[config.mk]
export PLATFORM = sky130hd
export DESIGN_NAME = pc_unit
export DESIGN_NICKNAME = d
export VERILOG_FILES = /design/src/rtl/pc_unit_pkg.sv /design/src/rtl/pc_ras.sv /design/src/rtl/pc_unit.sv
export SDC_FILE = /design/constraint.sdc
export NUM_CORES = 1
export LEC_CHECK = 0
export BUFFER_PORTS_ARGS = -buffer_cell sky130_fd_sc_hd__buf_2
export CAP_MARGIN = 15
export CORE_MARGIN = 2
export CORE_UTILIZATION = 35
export DETAILED_ROUTE_END_ITERATION = 6
export PLACE_DENSITY_LB_ADDON = 0.25
export SYNTH_ARGS = -nofsm -noshare
export SYNTH_HDL_FRONTEND = slang
export SYNTH_SLANG_ARGS = --single-unit
[constraint.sdc]
create_clock -name Clk -period 6.3 [get_ports Clk]
set_input_delay 0.63 -clock Clk [delete_from_list [all_inputs] [get_ports Clk]]
set_output_delay 0.63 -clock Clk [all_outputs]
set_load 0.005 [all_outputs]
[src/rtl/pc_unit_pkg.sv]
// pc_unit_pkg: shared defaults and next-PC source encoding for the PC unit.
package pc_unit_pkg;
  localparam int WIDTH_DEF = 32;
  localparam int STEP_DEF = 4;
  localparam int unsigned RESET_VECTOR_DEF = 0;
  localparam int RAS_DEPTH_DEF = 4;
  typedef enum logic [2:0] {SEQ, BRANCH, JUMP, CALL, RET} pc_src_e;
endpackage

[src/rtl/pc_ras.sv]
// pc_ras: circular return-address stack; a full push overwrites the oldest entry.
module pc_ras import pc_unit_pkg::*; #(
  parameter int WIDTH = WIDTH_DEF,
  parameter int DEPTH = RAS_DEPTH_DEF
) (
  input  logic             clk,
  input  logic             rst,
  input  logic             push,
  input  logic             pop,
  input  logic [WIDTH-1:0] wdata,
  output logic [WIDTH-1:0] top,
  output logic             empty,
  output logic             full
);
  localparam int PW = $clog2(DEPTH);
  localparam int CW = PW + 1;
  logic [PW-1:0] ptr_q, ptr_d;
  logic [CW-1:0] cnt_q, cnt_d;
  logic [WIDTH-1:0] mem_q [DEPTH];
  logic [WIDTH-1:0] mem_d [DEPTH];
  assign top = mem_q[ptr_q];
  assign empty = cnt_q == '0;
  assign full = cnt_q == CW'(DEPTH);
  // push with pop replaces the top in place; the caller never pops an empty stack
  always_comb begin
    ptr_d = ptr_q;
    cnt_d = cnt_q;
    mem_d = mem_q;
    if (push && pop) begin
      mem_d[ptr_q] = wdata;
    end else if (push) begin
      ptr_d = ptr_q + 1'b1;
      mem_d[ptr_d] = wdata;
      cnt_d = full ? cnt_q : cnt_q + 1'b1;
    end else if (pop) begin
      ptr_d = ptr_q - 1'b1;
      cnt_d = cnt_q - 1'b1;
    end
  end
  always_ff @(posedge clk) begin
    if (rst) begin
      ptr_q <= '0;
      cnt_q <= '0;
    end else begin
      ptr_q <= ptr_d;
      cnt_q <= cnt_d;
    end
  end
  always_ff @(posedge clk) mem_q <= mem_d;
endmodule

[src/rtl/pc_unit.sv]
// pc_unit: program counter with branch/jump/call/return redirection and a return-address stack.
module pc_unit import pc_unit_pkg::*; #(
  parameter int WIDTH = WIDTH_DEF,
  parameter logic [WIDTH-1:0] RESET_VECTOR = WIDTH'(RESET_VECTOR_DEF),
  parameter int STEP = STEP_DEF,
  parameter int RAS_DEPTH = RAS_DEPTH_DEF
) (
  input  logic             Clk,
  input  logic             Reset,
  input  logic             PCWrite,
  input  logic             BranchTaken,
  input  logic [WIDTH-1:0] BranchTarget,
  input  logic             Jump,
  input  logic [WIDTH-1:0] JumpTarget,
  input  logic             Call,
  input  logic             Return,
  output logic [WIDTH-1:0] PCResult,
  output logic [WIDTH-1:0] PCPlusStep,
  output logic [WIDTH-1:0] Debug,
  output logic             RasEmpty,
  output logic             RasFull,
  output logic             RasUnderflow
);
  logic [WIDTH-1:0] pc_q = RESET_VECTOR;
  logic [WIDTH-1:0] pc_d, debug_q, debug_d, ras_top;
  logic uf_q, uf_d;
  pc_src_e src;
  assign PCResult = pc_q;
  assign PCPlusStep = pc_q + WIDTH'(STEP);
  assign Debug = debug_q;
  assign RasUnderflow = uf_q;
  // a Return on an empty stack holds the PC even when Call is also pushing
  always_comb begin
    src = Return ? RET : Call ? CALL : Jump ? JUMP : BranchTaken ? BRANCH : SEQ;
    pc_d = !PCWrite ? pc_q :
           src == RET ? (RasEmpty ? pc_q : ras_top) :
           (src == CALL || src == JUMP) ? JumpTarget :
           src == BRANCH ? BranchTarget : PCPlusStep;
    debug_d = PCWrite ? pc_q : debug_q;
    uf_d = uf_q | (PCWrite & Return & RasEmpty);
  end
  always_ff @(posedge Clk) begin
    if (Reset) begin
      pc_q <= RESET_VECTOR;
      debug_q <= '0;
      uf_q <= 1'b0;
    end else begin
      pc_q <= pc_d;
      debug_q <= debug_d;
      uf_q <= uf_d;
    end
  end
  pc_ras #(.WIDTH(WIDTH), .DEPTH(RAS_DEPTH)) u_ras (
    .clk(Clk),
    .rst(Reset),
    .push(PCWrite & Call),
    .pop(PCWrite & Return & ~RasEmpty),
    .wdata(PCPlusStep),
    .top(ras_top),
    .empty(RasEmpty),
    .full(RasFull)
  );
endmodule
; Word-level counts from Yosys, hierarchy flattened
; Cells that the tools add are included.
[classes]
n_addsub = 5
n_mul = 0
div_mod_pow = 0
magnitude_cmp = 4
eq_ne = 7
shifts = 0
mux = 24
n_bitwise = 9
n_reduce_logical = 10
[ops]
columns = operator, n
row1 = 128-bit bitwise mux, 2
row2 = 128-bit two-way mux, 2
row3 = 32-bit two-way mux, 8
row4 = 32-bit demux with 2-bit select, 2
row5 = 32-bit binary-select mux with 2-bit select, 1
row6 = "32-bit by 3-bit adder with 32-bit output, second input constant", 1
row7 = 3-bit two-way mux, 4
row8 = 2-bit two-way mux, 4
row9 = "3-bit by 2-bit == test with 1-bit output, second input constant", 2
row10 = "3-bit == test, second input constant", 2
row11 = "3-bit >= comparator, second input constant", 2
row12 = "3-bit by 1-bit less-than comparator with 1-bit output, second input constant", 2
row13 = 2-bit inverter with 3-bit output, 2
row14 = 1-bit bitwise AND, 4
row15 = "2-bit != test, second input constant", 2
row16 = 2-bit AND reduction, 2
row17 = 2-bit nonzero test, 2
row18 = "3-bit by 1-bit adder with 3-bit output, second input constant", 1
row19 = "3-bit by 1-bit == test with 1-bit output, second input constant", 1
row20 = 1-bit logical AND, 3
row21 = 3-bit logical NOT, 1
row22 = 3-bit AND reduction, 1
row23 = "3-bit by 1-bit subtractor with 3-bit output, second input constant", 1
row24 = "2-bit by 1-bit adder with 2-bit output, second input constant", 1
row25 = other kinds (5), 6
[totals]
register_bits = 198
latch_bits = 0
ram_bits = 0
romBits = 0
input_bits = 71
output_inout_bits = 99
word_cells = 68
n_memories = 0

; Depth between registers and ports, before layout
; Gate-level depths: netlist (run 1).
[logic_depth]
ltp_word = 9
mapped_depth = 11
mapped_depth_nobuf = 8

; Cells and area by module
; A second synthesis (run 1) with hierarchy kept.
[hier_totals]
cells_unflattened = 862
area_unflattened_um2 = 9879.5
[by_module_without_submodules]
columns = module, instances, cells_each, area_each_um2, seq_area_each_um2
row1 = pc_ras, 1, 358, 5891.9, 3943.8
row2 = pc_unit, 1, 504, 3987.6, 1301.2

; Worst setup path after synthesis (run 1)
; Ideal clock, no wire load.
[synth_path]
path_type = input port to flip-flop
startpoint = in PCWrite
endpoint = reg u_ras.mem_q[0] in the netlist's numbering, enable pin
setup_ns = 0.421
arrival_ns = 3.716
path_slack_ns = 2.163
cell_stages = 9
n_path_buf = 4
path_cell_list = clkbuf_1 > buf_1 > nand2_1 > nor2_1 > ha_1 > clkbuf_1 > mux2i_1 > clkbuf_1 > nor2_1
[synth_via]
elab_chain_len = 4
elab_cells_between_ends = 5
[synth_lines]
columns = element, line
row1 = from (decl), pc_unit.sv:10  ; input logic PCWrite,
row2 = 1-bit bitwise AND (2 in a row), pc_unit.sv:57  ; .pop(PCWrite & Return & ~RasEmpty),
row3 = 1-bit logical AND, pc_ras.sv:29  ; if (push && pop) begin
row4 = 2-bit nonzero test (no line) (*), -
row5 = to (signal assigned), pc_ras.sv:49  ; always_ff @(posedge clk) mem_q <= mem_d;
row6 = to (decl), pc_ras.sv:19  ; logic [WIDTH-1:0] mem_q [DEPTH];
; Every way passes the cells marked *; elsewhere a longest branch is shown, timed or not.
; A chain may end at the register's enable or synchronous reset.

; Final worst setup path (run 1)
[layout_path]
startpoint = reg pc_q[2] (netlist: PCResult[2])
endpoint = out PCPlusStep[30]
[layout_via]
elab_chain_len = 1
[layout_lines]
columns = element, line
row1 = from (decl), pc_unit.sv:24  ; logic [WIDTH-1:0] pc_q = RESET_VECTOR;
row2 = from (signal assigned), pc_unit.sv:48  ; pc_q <= pc_d;
row3 = 32-bit by 3-bit adder with 32-bit output, pc_unit.sv:29  ; assign PCPlusStep = pc_q + WIDTH'(STEP);
row4 = to (decl), pc_unit.sv:18  ; output logic [WIDTH-1:0] PCPlusStep,
; Every way passes these cells.

==> results.yml, run 1 <==
place:
  io_buffers: 169
  place.gp.congestion: 0.8636
  dp_slack_ns: 2.125
  hpwl_mm: 22.22
  dp.cells: 1419
synthesis:
  synth.area.top_cells: "edfxtp_1 (39%), dfxtp_1 (14%), mux4_2 (7.3%), nor2_1 (7.3%), mux2i_1 (3.9%)"
  synth_edf_count: 128
  ys_seq_area_share_pct: 53.06
  ys_warn_count: 0
  synth_top_area_cell: "edfxtp_1"
  yosysTopAreaCellShare_pct: 38.89
  synth_cells: 930
  synthesis.area_um2: 9884
  synth_cell_type_count: 71
  synthFlopType: "edfxtp_1"
  syn_nets: 1011
  synthTopCellsByCount: "nor2_1 (192), edfxtp_1 (128), dfxtp_1 (70)"
  synth.avg_cell_area_um2: 10.63
  synth-seq-cells: 198
  yosysMostFrequentCell: "nor2_1"
  async_reset_ff_share_pct: 0
floorplan:
  core_um2: 27780
  ios: 170
  die_h_um: 172.1
  dieArea_um2: 29600
  fp.dieW_um: 172.1
  num_rows: 61
  start_util_pct: 35.58
clocking:
  postCtsSetupBuffers: 0
  clk_latency_ns: 0.44
  h-tree-depth: 4
  cts_root_buf: "clkbuf_16"
  clk_pin_slew_ns: 0.08
  cts_max_path_buffers: 2
  cts_resized: 0
  cts_made_buffers: 17
  ctsHoldBuffers: 0
  clock-sinks: 198
  cts_tree: "done"
worst_hold_path:
  min_path_type: "reg -> reg"
  worst_hold_path.num_cells: 2
layout:
  layout.cells.non_filler: 1451
  diodes: 0
  fin_nets: 1141
  seqCellArea_um2: 5246
  fill_cells: 2740
  multiInputGateArea_um2: 4213
  drive_gt1_share_pct: 26.37
  syn_to_final_growth_pct: 18.71
sta:
  rsz0062_at_grt: "false"
  post-route-period-util_pct: 60.65
  fmax_ghz: 0.2617
  slew_viol_final: 0
  clock_skew_ns: 0.01048
  worst_slew_pin_slew_ns: 1.087
  holdWs_ns: 0.4786
  hold_viol_final: 0
  setup_viol: 0
  setup_slack_ns: 2.479
  slew_headroom_pct: 25.97
  setup_tns_ns: 0
  final.min_clock_period_ns: 3.821
global_routing:
  grt_antenna_before_repair: 0
  grt_pass1_wl_mm: 45.73
  grt_max_degree: 53
  busiest_layer: "met1"
  grt_usage_pct: 21.08
  grt_use_met3_pct: 4.967
  grt-ovfl-total: 0
  use_met2_pct: 29.72
  grt_pass1_vias: 7285
  met1_usage_pct: 32.43
setup_path:
  crit_required_ns: 5.67
  crit_fanout: 11
  reg2reg_depth: 6
  end_kind: "output pin"
  critPathKind: "reg -> out"
  worstSetupStartpointType: "flop"
  cp.arrival_ns: 3.19
pwr:
  design_power_total_uw: 3539
  powerDensity_nw_per_um2: 301.6
  p_switching_uw: 1082
  swShare_pct: 30.58
  pwr-share-seq_pct: 44.7
  ir_worst_vdd_mv: 0.2096
  comb_power_share_pct: 21.5
  power.leakage_uw: 0.004583
  pwr-share-clk_pct: 33.7
  internal_power_uw: 2457
detailed_routing:
  finalWirelength_mm: 30.68
  drt_iter0_markers: 720
  via_count: 7760
  ant_nets: 0
  wire_per_inst_um: 21.14
  drt-pass1-iter-count: 5
  vias_per_cell: 5.348
  drc_errors: 0
outcome:
  status: "finished clean"
run:
  cap_violations: 0
==> logic make-up after synthesis <==
family          synth area share, %
buf+inv                       5.114
xor+xnor                      2.823
simple gates                  17.28
mux                           11.35
compound gates                9.025
flops                         53.06
fa+ha+maj                     1.342
==> flip-flops by register name, summed over array words and instances (netlist names) <==
| register | flops |
|---|---|
| PCResult | 32 |
| u_ras.cnt_q | 3 |
| Debug | 32 |
| RasUnderflow | 1 |
| u_ras.mem_q | 128 |
| u_ras.ptr_q | 2 |
==> routing by layer <==
metal / vias to the layer above / part of all wire [%]
li1: 3598 / -
met1: 3773 / 48
met4: 0 / 1.7
met5: - / 0
met2: 360 / 41
met3: 29 / 9.3
==> stage by stage <==
step	util, %	area (um^2)
after detailed placement	39.92	11090
final	42.24	11730
after global routing	42.24	11730
after global placement	39.92	11090
after floorplan	-	9884
after CTS	42.24	11730
==> placed cells by master, fill, tap and decap left out, types with 13 or more instances in the layout <==
| master | count |
|---|---|
| inv_1 | 44 |
| xnor2_1 | 21 |
| buf_4 | 19 |
| nand2_1 | 55 |
| nor2_1 | 187 |
| a31oi_1 | 23 |
| a21oi_1 | 29 |
| nand3_1 | 40 |
| buf_2 | 169 |
| mux2i_1 | 35 |
| nor3_1 | 14 |
| a211oi_1 | 13 |
| mux4_2 | 32 |
| edfxtp_1 | 128 |
| clkbuf_16 | 17 |
| dfxtp_1 | 69 |
==> power by group through the flow <==
stage | Sequential, uW | Combinational (uW) | Clock, uW
2_1_floorplan | 1560 | 494 | 0
6_report | 1580 | 761 | 1190
4_1_cts | 1580 | 765 | 1210
3_5_place_dp | 1610 | 761 | 0
3_3_place_gp | 1610 | 749 | 0
5_1_grt | 1590 | 838 | 1260
==> layout make-up <==
class | count | share of cell area (%)
clock inverters | 15 | 1.866
repair buffers | 188 | 8.424
well taps | 378 | 4.031
multi-input cells | 610 | 35.90
inverters | 45 | 1.440
clock buffers | 17 | 3.625
flip-flops and latches | 198 | 44.71
==> worst max-delay path, stage by stage, from the launching register on <==
cell and delay [ns]:
dfxtp_1 0.67, ha_1 0.32, nand2_1 0.21, or4_1 0.58, nor4_2 0.27, xnor2_1 0.36
inv_1 0.17, buf_2 0.17
==> final timing paths <==
check | slack, ns | startpoint | endpoint
worst max register to register | 3.07 | u_ras.cnt_q[0] | u_ras.mem_q[45]
worst min-delay path | 0.48 | RasUnderflow | RasUnderflow
worst min register to register | 0.48 | RasUnderflow | RasUnderflow
worst max-delay path | 2.48 | PCResult[2] | PCPlusStep[30]
Note: power is estimated with default switching activity, not from simulation.
==> run 2: changes to the inputs <==
clock period = 3.9 ns   (was 6.3 ns; I/O delays follow)
==> run 2 against run 1 <==
Net effect:
- cell count grew 0.48%
- largest cell class unchanged
- final area grew 0.19%
- power rose by 59%
- worst hold slack worse by 0.074 ns
- non-clock buffer count grew 7
- clock power rose by 51%
- combinational power grew 62%
- global-route usage grew 0.34 points
- sequential cell count did not move
==> results.yml, run 2 (same netlist as run 1, synthesis figures left out) <==
layout:
  seqCellArea_um2: 5246
  syn_to_final_growth_pct: 18.94
  largest_register_ffs: 128
  drive_gt1_share_pct: 26.85
  final_cell_mix: "nor2_1 (187), buf_2 (169), edfxtp_1 (128)"
  finish.utilization_pct: 42.32
  design_area_um2: 11760
  largest_register: "u_ras.mem_q"
  multiInputGateArea_um2: 4213
  fill_cells: 2741
  fin_nets: 1148
  final_common_cell: "nor2_1"
  diodes: 0
  layout.cells.non_filler: 1458
pwr:
  ir_worst_vdd_mv: 0.3344
  pwr-share-seq_pct: 46.1
  swShare_pct: 31.59
  internal_power_uw: 3846
  power.leakage_uw: 0.004611
  comb_power_share_pct: 21.9
  pwr-share-clk_pct: 32.0
  powerDensity_nw_per_um2: 478.3
  design_power_total_uw: 5623
  p_switching_uw: 1776
sta:
  slew_headroom_pct: 43.35
  hold_viol_final: 0
  rsz0062_at_grt: "false"
  setup_viol: 0
  slew_viol_final: 0
  clock_skew_ns: 0.01069
  final.min_clock_period_ns: 3.289
  post-route-period-util_pct: 84.33
  worst_slew_pin_slew_ns: 0.8498
  fmax_ghz: 0.3041
  setup_tns_ns: 0
detailed_routing:
  drt-pass1-iter-count: 7
  via_count: 7884
  ant_nets: 0
  drc_errors: 0
  vias_per_cell: 5.407
  finalWirelength_mm: 31.23
  drt_iter0_markers: 886
  wire_per_inst_um: 21.42
clocking:
  cts_root_buf: "clkbuf_16"
  clk_pin_slew_ns: 0.08
  cts_tree: "done"
  cts_max_path_buffers: 2
  postCtsSetupBuffers: 0
  ctsHoldBuffers: 0
  cts_made_buffers: 17
  cts_resized: 0
  h-tree-depth: 4
  clock-sinks: 198
  clk_latency_ns: 0.44
worst_hold_path:
  min_to: "PCResult[0]"
  worst_hold_path.num_cells: 5
  holdCritStartpoint: "JumpTarget[0]"
  min_path_type: "in -> reg"
place:
  hpwl_mm: 21.28
  dp.cells: 1426
  dpl-instance-area_um2: 11150
  io_buffers: 169
  place.gp.congestion: 0.8892
floorplan:
  num_rows: 61
  start_util_pct: 35.58
  core_um2: 27780
  ios: 170
  die_h_um: 172.1
  dieArea_um2: 29600
  fp.dieW_um: 172.1
setup_path:
  reg2reg_depth: 7
  worstSetupStartpointType: "flop"
  regToRegSetupSlack_ns: 1.13
  r2r_start: "u_ras.cnt_q[0]"
  end_kind: "output pin"
  crit_required_ns: 3.51
  cp.arrival_ns: 2.90
  critPathKind: "reg -> out"
  crit_fanout: 11
  rr_endpoint: "u_ras.mem_q[41]"
global_routing:
  grt_max_degree: 44
  grt_pass1_vias: 7524
  grt_antenna_before_repair: 0
  grt_pass1_wl_mm: 46.40
  grt_usage_pct: 21.42
  grt-ovfl-total: 0
run:
  cap_violations: 0
outcome:
  status: "finished clean"
run 2: worst max-delay path, cell delays in order (launching register included):
cell     delay [ns]
dfxtp_1        0.57
ha_1           0.30
nand2_1        0.19
nor4_4         0.47
nand4_1        0.24
xor2_1         0.47
inv_1          0.08
buf_2          0.14
run 2: per-layer routing:
| metal | track usage, % | vias up | part of all wire [%] |
|---|---|---|---|
| li1 | - | 3616 | - |
| met1 | 30.16 | 3811 | 44 |
| met2 | 33.07 | 408 | 44 |
| met3 | 4.761 | 49 | 9.0 |
| met4 | 6.430 | 0 | 2.1 |
| met5 | 0 | - | 0 |
run 2: power by group through the flow:
stage / registers [uW] / clock network [uW] / logic, uW
floorplan: 2530 / 0 / 797
global placement: 2630 / 0 / 1230
detailed placement: 2640 / 0 / 1230
CTS: 2590 / 1830 / 1240
global route: 2610 / 1910 / 1340
finish: 2590 / 1800 / 1230
run 2: worst max-delay path by stage:
| stage | slack (ns) | depth (start not counted) | from | endpoint |
|---|---|---|---|---|
| after floorplan | 0.003 | 9 | PCWrite | u_ras.mem_q[0] |
| after global placement | 0.93 | 7 | Call | u_ras.mem_q[38] |
| after detailed placement | 0.87 | 7 | Call | u_ras.mem_q[38] |
| after CTS | 0.60 | 7 | PCResult[2] | PCPlusStep[30] |
| after global routing | 0.37 | 7 | PCResult[2] | PCPlusStep[28] |
| final | 0.61 | 7 | PCResult[2] | PCPlusStep[28] |
run 2: cell type report:
cell class,count,share of cell area [%]
clock inverter,11,0.8408
clock buffer,21,4.278
sequential,198,44.63
multi-input combinational,610,35.83
timing repair buffer,195,8.961
inverter,45,1.437
tap,378,4.023
run 2: stage by stage:
stage / worst slack (ns) / hold WS [ns]
finish: 0.6113 / 0.4050
global route: 0.3714 / 0.4229
CTS: 0.6027 / 0.3886
detailed placement: 0.8708 / 0.4588
global placement: 0.9293 / 0.4686
floorplan: 0.003248 / 0.4605
==> run 3: changes to the inputs <==
ABC_AREA = 1   (was default)
clock period = 3.1 ns   (was 3.9 ns; I/O delays follow)
==> run 3 against run 2 <==
Net effect:
- critical path depth increased by 2
- largest power group unchanged
- setup slack worse by 0.32 ns
- highest routed layer unchanged
- combinational power is 16% higher
- sequential power rose by 21%
- routed wire length increased by 6.6%
- power rose by 21%
- synthesized cell count up 28%
- cell count rose by 19%
- utilization is 0.30 points higher
- non-clock buffer count increased by 7
- critical path type unchanged
- count of clock-buffer cells in the layout is 1 lower
==> results.yml, run 3 <==
outcome:
  status: "finished clean"
sta:
  hold_viol_final: 0
  rsz0062_at_grt: "false"
  slew_headroom_pct: 39.87
  fmax_ghz: 0.3561
  setup_tns_ns: 0
  slew_viol_final: 0
  post-route-period-util_pct: 90.58
  final.min_clock_period_ns: 2.808
  worst_slew_pin_slew_ns: 0.9010
  holdWs_ns: 0.1392
  setup_slack_ns: 0.2921
  setup_viol: 0
  clock_skew_ns: 0.01728
global_routing:
  grt_pass1_wl_mm: 50.09
  grt_antenna_before_repair: 0
  met1_usage_pct: 32.48
  grt_usage_pct: 23.04
  busiest_layer: "met2"
  use_met2_pct: 36.10
  grt_pass1_vias: 8371
  grt_use_met3_pct: 3.400
  grt_max_degree: 69
  grt-ovfl-total: 0
synthesis:
  syn_nets: 1269
  yosysTopAreaCellShare_pct: 39.50
  synth-seq-cells: 198
  ys_seq_area_share_pct: 53.90
  synth_cells: 1188
  synth.area.top_cells: "edfxtp_1 (39%), dfxtp_1 (14%), nor2_1 (11%), nand2_1 (8.0%), o21ai_0 (6.5%)"
  yosysMostFrequentCell: "nor2_1"
  synth_top_area_cell: "edfxtp_1"
  synth.avg_cell_area_um2: 8.192
  async_reset_ff_share_pct: 0
  synth_edf_count: 128
  synthTopCellsByCount: "nor2_1 (276), nand2_1 (207), edfxtp_1 (128)"
  ys_warn_count: 0
  synthFlopType: "edfxtp_1"
  synthesis.area_um2: 9732
  synth_cell_type_count: 38
clocking:
  cts_max_path_buffers: 2
  h-tree-depth: 4
  cts_tree: "done"
  ctsHoldBuffers: 0
  clk_pin_slew_ns: 0.09
  cts_root_buf: "clkbuf_16"
  postCtsSetupBuffers: 0
  cts_made_buffers: 17
  clock-sinks: 198
  clk_latency_ns: 0.45
layout:
  drive_gt1_share_pct: 20.00
  largest_register_ffs: 128
  finish.utilization_pct: 42.62
  largest_register: "u_ras.mem_q"
  diodes: 0
  final_common_cell: "nor2_1"
  syn_to_final_growth_pct: 20.66
  fin_nets: 1423
  final_cell_mix: "nor2_1 (271), nand2_1 (207), buf_2 (169)"
place:
  hpwl_mm: 23.57
  place.gp.congestion: 0.9176
  dp_slack_ns: 0.4768
  io_buffers: 169
pwr:
  comb_power_share_pct: 21.0
  swShare_pct: 32.68
  p_switching_uw: 2224
  internal_power_uw: 4580
  powerDensity_nw_per_um2: 579.4
  pwr-share-seq_pct: 46.1
  ir_worst_vdd_mv: 0.3938
  power.leakage_uw: 0.004833
  pwr-share-clk_pct: 32.9
detailed_routing:
  vias_per_cell: 5.087
  ant_nets: 0
  via_count: 8815
  drt_iter0_markers: 669
  finalWirelength_mm: 33.29
  drc_errors: 0
  drt-pass1-iter-count: 7
  wire_per_inst_um: 19.21
setup_path:
  worstSetupStartpointType: "flop"
  cp.arrival_ns: 2.50
  crit_required_ns: 2.79
  end_kind: "output pin"
  rr_endpoint: "u_ras.mem_q[85]"
  r2r_start: "u_ras.cnt_q[0]"
  crit_fanout: 12
  critPathKind: "reg -> out"
  regToRegSetupSlack_ns: 0.76
  reg2reg_depth: 7
floorplan:
  fp.dieW_um: 170.8
  core_um2: 27550
  num_rows: 61
  dieArea_um2: 29160
  ios: 170
  die_h_um: 170.8
  start_util_pct: 35.32
worst_hold_path:
  min_path_type: "in -> reg"
  holdCritStartpoint: "JumpTarget[2]"
  worst_hold_path.num_cells: 3
  min_to: "PCResult[2]"
run:
  cap_violations: 0
[run 3: cell types whose count changed after synthesis, sizes merged, moves of 13 or more]
cell    previous run  this run
a21oi             29        94
nor2             192       284
mux2i             39         4
mux4              32         0
inv               44        86
o21ai             11       128
o22ai              2        18
a31oi             23         4
xnor2             22         1
nand2             56       214
a211oi            13         0
[run 3: critical path: stages, from the launching register on]
cell,delay [ns]
dfxtp_2,0.52
ha_1,0.30
nand3_2,0.15
inv_1,0.19
nand2_2,0.13
nor2_4,0.20
nand3_1,0.12
nand2_1,0.23
inv_1,0.06
buf_2,0.13
[run 3: power groups by stage]
stage	clock network, uW	registers (uW)	logic, uW
after floorplan	0	3150	783
after detailed placement	0	3190	1420
after global routing	2370	3150	1580
after CTS	2270	3130	1430
after global placement	0	3190	1420
final	2240	3130	1430
[run 3: routing by layer]
| layer | vias up | part of all wire (%) |
|---|---|---|
| met5 | - | 0 |
| met4 | 0 | 2.7 |
| met3 | 42 | 7.0 |
| met2 | 344 | 46 |
| met1 | 4195 | 44 |
| li1 | 4234 | - |
[run 3: repair_timing]
action,CTS,global route
endpoints found under the setup margin,1,2
resized for setup,1,1
cloned,0,0
[run 3: logic make-up (layout without fill, tap and decap cells)]
logic type / count (synthesis) / after routing / share of synthesized area, %
AO/OA/AOI/OAI: 248 / 248 / 13.15
XOR/XNOR: 14 / 14 / 1.491
adder cells (fa/ha/maj): 10 / 10 / 1.363
buffers and inverters: 155 / 322 / 6.390
flip-flops: 198 / 198 / 53.90
multiplexers: 4 / 4 / 0.4114
AND/OR/NAND/NOR: 559 / 559 / 23.30
[run 3: layout make-up]
type                    instances  area (um^2)
well taps                     378        473.0
fillers                      2791        15810
flip-flops and latches        198         5248
multi-input cells             835         3955
inverters                      88        330.3
clock inverters                12        125.1
repair buffers                202         1144
clock buffers                  20        467.9
[run 3: through the flow]
step	std cells	area, um^2	total power [uW]
after floorplan	1188	9762	3935
after global placement	1701	11140	4607
after detailed placement	1701	11140	4611
after CTS	1733	11740	6827
after global routing	1733	11740	7100
final	1733	11740	6804
[run 3: worst max path at each step]
stage / cells past startpoint / start / endpoint
CTS: 9 / PCResult[2] / PCPlusStep[26]
floorplan: 9 / PCWrite / u_ras.mem_q[0]
finish: 9 / PCResult[2] / PCPlusStep[26]
global route: 10 / PCResult[2] / PCPlusStep[26]
detailed placement: 7 / PCResult[2] / PCPlusStep[10]
global placement: 7 / PCResult[2] / PCPlusStep[10]
